`config.mk`:
```
export PLATFORM = sky130hd
export DESIGN_NAME = univ_shift_reg
export DESIGN_NICKNAME = d
export VERILOG_FILES = /design/src/rtl/univ_shift_reg.sv
export SDC_FILE = /design/constraint.sdc
export NUM_CORES = 1
export LEC_CHECK = 0
export CAP_MARGIN = 20
export CORE_AREA = 8 8 75 90
export CTS_BUF_LIST = sky130_fd_sc_hd__clkbuf_8
export CTS_CLUSTER_DIAMETER = 50
export CTS_CLUSTER_SIZE = 16
export DETAILED_ROUTE_END_ITERATION = 10
export DIE_AREA = 0 0 83 98
export RECOVER_POWER = 100
export SETUP_SLACK_MARGIN = 0.2
export SYNTH_ARGS = -nofsm -noshare
export SYNTH_HDL_FRONTEND = slang
export SYNTH_SLANG_ARGS = --single-unit
```
`constraint.sdc`:
```
create_clock -name i_clk -period 1.6 [get_ports i_clk]
set_clock_uncertainty 0.15 [all_clocks]
set_input_delay 0.32 -clock i_clk [delete_from_list [all_inputs] [get_ports i_clk]]
set_output_delay 0.32 -clock i_clk [all_outputs]
set_load 0.03 [all_outputs]
```
`src/rtl/univ_shift_reg.sv`:
```
// Purpose : universal shift register (load/shift/rotate/arith-shift/clear) with burst FSM.
// Latency : immediate ops land at the next rising edge; an N-op burst spans edges k+1..k+N.
// Backpressure: none; requests during a burst are dropped, o_busy flags that window.
//
// Ports:
//   i_clk, i_rst      rising-edge clock, async active-high reset
//   i_en, i_mode      single immediate operation request and operation select
//   i_D, i_sin        parallel load data, serial input bit (sampled live every op)
//   i_start, i_num    burst request and burst length (saturated to WIDTH)
//   o_Q, o_sout       register contents, last bit shifted/rotated out
//   o_busy, o_done    burst running, one-cycle burst completion pulse
module univ_shift_reg #(
  parameter int                 WIDTH   = 8,
  parameter logic [WIDTH-1:0]   RST_VAL = '0,
  localparam int                CW      = $clog2(WIDTH + 1)
) (
  input  logic             i_clk,
  input  logic             i_rst,
  input  logic             i_en,
  input  logic [2:0]       i_mode,
  input  logic [WIDTH-1:0] i_D,
  input  logic             i_sin,
  input  logic             i_start,
  input  logic [CW-1:0]    i_num,
  output logic [WIDTH-1:0] o_Q,
  output logic             o_sout,
  output logic             o_busy,
  output logic             o_done
);

  localparam logic [2:0] M_HOLD = 3'b000;
  localparam logic [2:0] M_LOAD = 3'b001;
  localparam logic [2:0] M_SHL  = 3'b010;
  localparam logic [2:0] M_SHR  = 3'b011;
  localparam logic [2:0] M_ROL  = 3'b100;
  localparam logic [2:0] M_ROR  = 3'b101;
  localparam logic [2:0] M_ASR  = 3'b110;
  localparam logic [2:0] M_CLR  = 3'b111;

  localparam logic [CW-1:0] WIDTH_CW = CW'(WIDTH);

  typedef enum logic [1:0] {
    IDLE = 2'd0,
    RUN  = 2'd1,
    DONE = 2'd2
  } state_t;

  state_t          state;
  logic [2:0]      mode_r;
  logic [CW-1:0]   cnt;

  logic [2:0]       op_mode;
  logic [WIDTH-1:0] op_q;
  logic             op_sout;
  logic             burst_mode;
  logic [CW-1:0]    num_sat;

  // Only the shift/rotate family may be run as a burst; load/hold/clear
  // start requests are dropped entirely.
  assign burst_mode = (i_mode >= M_SHL) && (i_mode <= M_ASR);
  assign num_sat    = (i_num > WIDTH_CW) ? WIDTH_CW : i_num;

  // Next-value datapath, shared by immediate ops and burst steps.
  always_comb begin
    op_mode = (state == RUN) ? mode_r : i_mode;
    op_q    = o_Q;
    op_sout = o_sout;
    case (op_mode)
      M_HOLD: op_q = o_Q;
      M_LOAD: op_q = i_D;
      M_SHL: begin
        op_q    = {o_Q[WIDTH-2:0], i_sin};
        op_sout = o_Q[WIDTH-1];
      end
      M_SHR: begin
        op_q    = {i_sin, o_Q[WIDTH-1:1]};
        op_sout = o_Q[0];
      end
      M_ROL: begin
        op_q    = {o_Q[WIDTH-2:0], o_Q[WIDTH-1]};
        op_sout = o_Q[WIDTH-1];
      end
      M_ROR: begin
        op_q    = {o_Q[0], o_Q[WIDTH-1:1]};
        op_sout = o_Q[0];
      end
      M_ASR: begin
        op_q    = {o_Q[WIDTH-1], o_Q[WIDTH-1:1]};
        op_sout = o_Q[0];
      end
      M_CLR: op_q = '0;
      default: op_q = o_Q;
    endcase
  end

  always_ff @(posedge i_clk or posedge i_rst) begin
    if (i_rst) begin
      state  <= IDLE;
      mode_r <= M_HOLD;
      cnt    <= '0;
      o_Q    <= RST_VAL;
      o_sout <= 1'b0;
      o_busy <= 1'b0;
      o_done <= 1'b0;
    end else begin
      case (state)
        RUN: begin
          o_Q    <= op_q;
          o_sout <= op_sout;
          cnt    <= cnt - CW'(1);
          if (cnt == CW'(1)) begin
            state  <= DONE;
            o_busy <= 1'b0;
            o_done <= 1'b1;
          end
        end
        default: begin
          // IDLE and DONE accept requests identically; DONE always falls
          // back to IDLE unless a new burst is launched.
          state  <= IDLE;
          o_busy <= 1'b0;
          o_done <= 1'b0;
          if (i_start) begin
            if (burst_mode) begin
              mode_r <= i_mode;
              if (num_sat == '0) begin
                state  <= DONE;
                o_done <= 1'b1;
              end else begin
                cnt    <= num_sat;
                state  <= RUN;
                o_busy <= 1'b1;
              end
            end
          end else if (i_en) begin
            o_Q    <= op_q;
            o_sout <= op_sout;
          end
        end
      endcase
    end
  end

endmodule

```
==> results.toml <==
[outcome]
result_of_the_run = "complete, but fails checks"
violations = "setup timing"

[clock_tree]
clock_tree_from_tritoncts = "done"
cts-htree-levels = 1
cts_buffers = 3
clock_latency_on_the_worst_skew_pair_ps = 260
cts_max_path_buffers = 2
clock-sinks = 18
path_clk_slew_ps = 70
cts.root.buffer_cell = "clkbuf_8"

[logic_synthesis]
postSynth.asyncResetShare_pct = 100.0
synth.distinct_cells = 41
mappedNetlistArea_um2 = 1287
synth.most_common_cell = "dfrtp_1"
seq_area_frac_synth_pct = 34.99
postSynthNetCount = 161
synthDominantAreaCellType = "dfrtp_1"
synth-seq-cells = 18
synth_edf_count = 0
synthesis.instances = 139
leading_post_synthesis_cells_by_instance_count = "dfrtp_1 (18), nor2_1 (16), nand2_1 (13)"
synth_warnings = 0
synth_top_flop_cell = "dfrtp_1"
yosysTopAreaCellShare_pct = 34.99
avgSynthCellArea_um2 = 9.262
ranking_of_synthesized_cells_by_area = "dfrtp_1 (35%), a221oi_1 (4.8%), nor2_1 (4.7%)"

[placement]
routabilityCongestion = 0.8281
postPlaceCellArea_um2 = 1892
port_buffers = 30
dp_hpwl_um = 2822
dp.cells = 255

[floorplanning]
design.portCount = 31
core_region_area_um2 = 5443
initial_utilization_pct = 23.66
std_cell_rows = 30
floorplan.die.width_um = 83
chip_height_um = 98
floorplan.die_area_um2 = 8134

[critical_path]
worst_setup_path_start = "o_done$_DFFE_PP0P_"
cp_num_cells = 5
r2r.worst_path.cells = 5
critical_register_to_register_path_startpoint = "o_done$_DFFE_PP0P_"
critPathKind = "reg -> reg"
timing.critical_path.to = "o_Q[2]$_DFFE_PP0P_"
critical_path.n_buffers_inverters = 0
cp-end-kind = "flop"
worstPathRequired_ps = 1610
cp.arrival_ps = 1860
cp_max_fo = 7
reg2reg_setup_slack_ps = -240
worstPathCellList = "and2b_4 -> mux2_4 -> nor2b_4 -> a221oi_1 -> o31ai_1"
cp_peak_stage_delay_ps = 400
cpLargestDelayFamily = "simple AND/OR/NAND/NOR gates"
worstSetupStartpointType = "flop"
crit_slowest_cell = "dfrtp_2"
r2r_end = "o_Q[2]$_DFFE_PP0P_"

[drt]
drt_iter0_markers = 56
remaining_drc_errors = 0
postRouteWirelength_um = 3709
via_count = 1293
post_drt_wl_per_cell_um = 13.79
vias_per_cell = 4.807
number_of_nets_with_antenna_violations_after_detailed_routing = 0
firstDrtPassIters = 4

[pwr]
p_leak_nw = 0.8908
vdd.ir_drop.worst_v = 0.0006577
cellPowerDensity_nw_per_um2 = 2344
p_total_mw = 4.912

[sta]
period_share_pct = 115.1
hold_ws_ps = 314.1
setup_viol = 9
rsz0062_at_grt = "yes"
post-route-min-period_ps = 1842
worst_slack_ps = -241.8
final_max_slew_viols = 0
maxSlewHeadroom_pct = 68.36
final_hold_viol_count = 0
maxClockFrequency_mhz = 543.0
tightest_slew_ps = 474.6

[finish]
finalNonFillerCells = 269
multi_input_comb_area_um2 = 918.4
antenna-diode-count = 0
syn_to_final_growth_pct = 62.78
num-nets-final = 228
share_of_layout_cells_above_drive_strength_1_pct = 45.85
nFillCells = 543
layout.area.seq_um2 = 452.9
final_core_utilization_pct = 38.51
final_area_um2 = 2096

[global_routing]
grt_pass1_wl_um = 6375
via_count_of_the_first_global_routing_pass = 1347
antenna_found_initial = 0
grt.total_usage_pct = 9.258
gr-total-overflow = 0
grt_max_degree = 19

[job]
max_cap_viol_count = 0

[hold_path]
hold_path_class = "in -> reg"
==> state kept, by name, summed over array words and instances, names as in the netlist <==
name / count
mode_r: 3
o_sout: 1
o_done: 1
o_busy: 1
o_Q: 8
cnt: 4
==> worst min path at each step <==
stage | start | slack, ps | depth (start not counted) | to
3_5_place_dp | cnt[0]$_DFFE_PP0P_ | 370 | 1 | cnt[0]$_DFFE_PP0P_
2_1_floorplan | i_rst | 110 | 1 | cnt[0]$_DFFE_PP0P_
5_1_grt | i_num[1] | 320 | 4 | cnt[1]$_DFFE_PP0P_
4_1_cts | i_rst | 240 | 3 | o_Q[5]$_DFFE_PP0P_
6_report | i_num[3] | 310 | 4 | cnt[3]$_DFFE_PP0P_
3_3_place_gp | cnt[0]$_DFFE_PP0P_ | 370 | 1 | cnt[0]$_DFFE_PP0P_
==> cells in the final DEF (no fill, tap or decap), drive strengths merged, types with 4 or more instances in the layout <==
cell type      Yosys  final
o31ai              7      7
nor3               5      5
o21ai              7      7
nor2              17     17
nand2             13     13
clkdlybuf4s50      0     10
clkbuf             0     12
a21oi              7      7
inv                7      7
dfrtp             18     18
xor2               4      4
a221oi             8      8
mux2i              4      4
mux2               5      5
buf                7     44
a211oi             4      4
==> per-layer routing <==
| layer | up-vias | part of all wire, % | track usage (%) |
|---|---|---|---|
| met5 | - | 0 | 0 |
| met3 | 4 | 4.1 | 1.332 |
| met2 | 26 | 52 | 16.13 |
| met1 | 621 | 42 | 10.50 |
| li1 | 642 | - | - |
| met4 | 0 | 2.2 | 5.149 |
==> report_power, final <==
part | internal [mW] | switching, mW | total (mW)
Clock | 0.219 | 0.165 | 0.383
Sequential | 0.702 | 0.280 | 0.982
Combinational | 1.78 | 1.76 | 3.55
Total | 2.70 | 2.21 | 4.91
==> worst register-to-register path: stages, from the launching register on <==
cell      delay (ps)
dfrtp_2          400
and2b_4          280
mux2_4           350
nor2b_4          240
a221oi_1         130
o31ai_1          210
==> per-stage QoR <==
stage / setup TNS (ps) / setup slack, ps
after floorplan: -2102 / -253.9
after global placement: -6977 / -445.9
after detailed placement: -7293 / -464.5
after CTS: -2109 / -245.8
after global routing: -2928 / -342.9
final: -1965 / -241.8
==> logic make-up (layout without fill, tap and decap cells) <==
| group | after synthesis | count (layout) | share of synthesized area, % |
|---|---|---|---|
| flip-flops | 18 | 18 | 34.99 |
| AO/OA/AOI/OAI | 39 | 39 | 23.71 |
| XOR/XNOR | 7 | 7 | 4.762 |
| AND/OR/NAND/NOR | 50 | 50 | 19.44 |
| multiplexers | 9 | 9 | 10.01 |
| adder cells (fa/ha/maj) | 2 | 2 | 1.943 |
| buffers and inverters | 14 | 80 | 5.150 |
==> what timing repair did <==
item,CTS,global route
resized for setup,75,12
pin swaps,18,3
hold buffers,0,0
setup buffers,10,0
hold endpoints to repair,0,0
setup endpoints to repair,26,23
==> final cells by class <==
type | instances | area share (%)
multi-input cells | 107 | 43.82
well taps | 64 | 3.821
repair buffers | 69 | 26.87
inverters | 7 | 1.254
clock buffers | 4 | 2.627
flip-flops and latches | 18 | 21.61
Power figures use the tool's default switching activity.
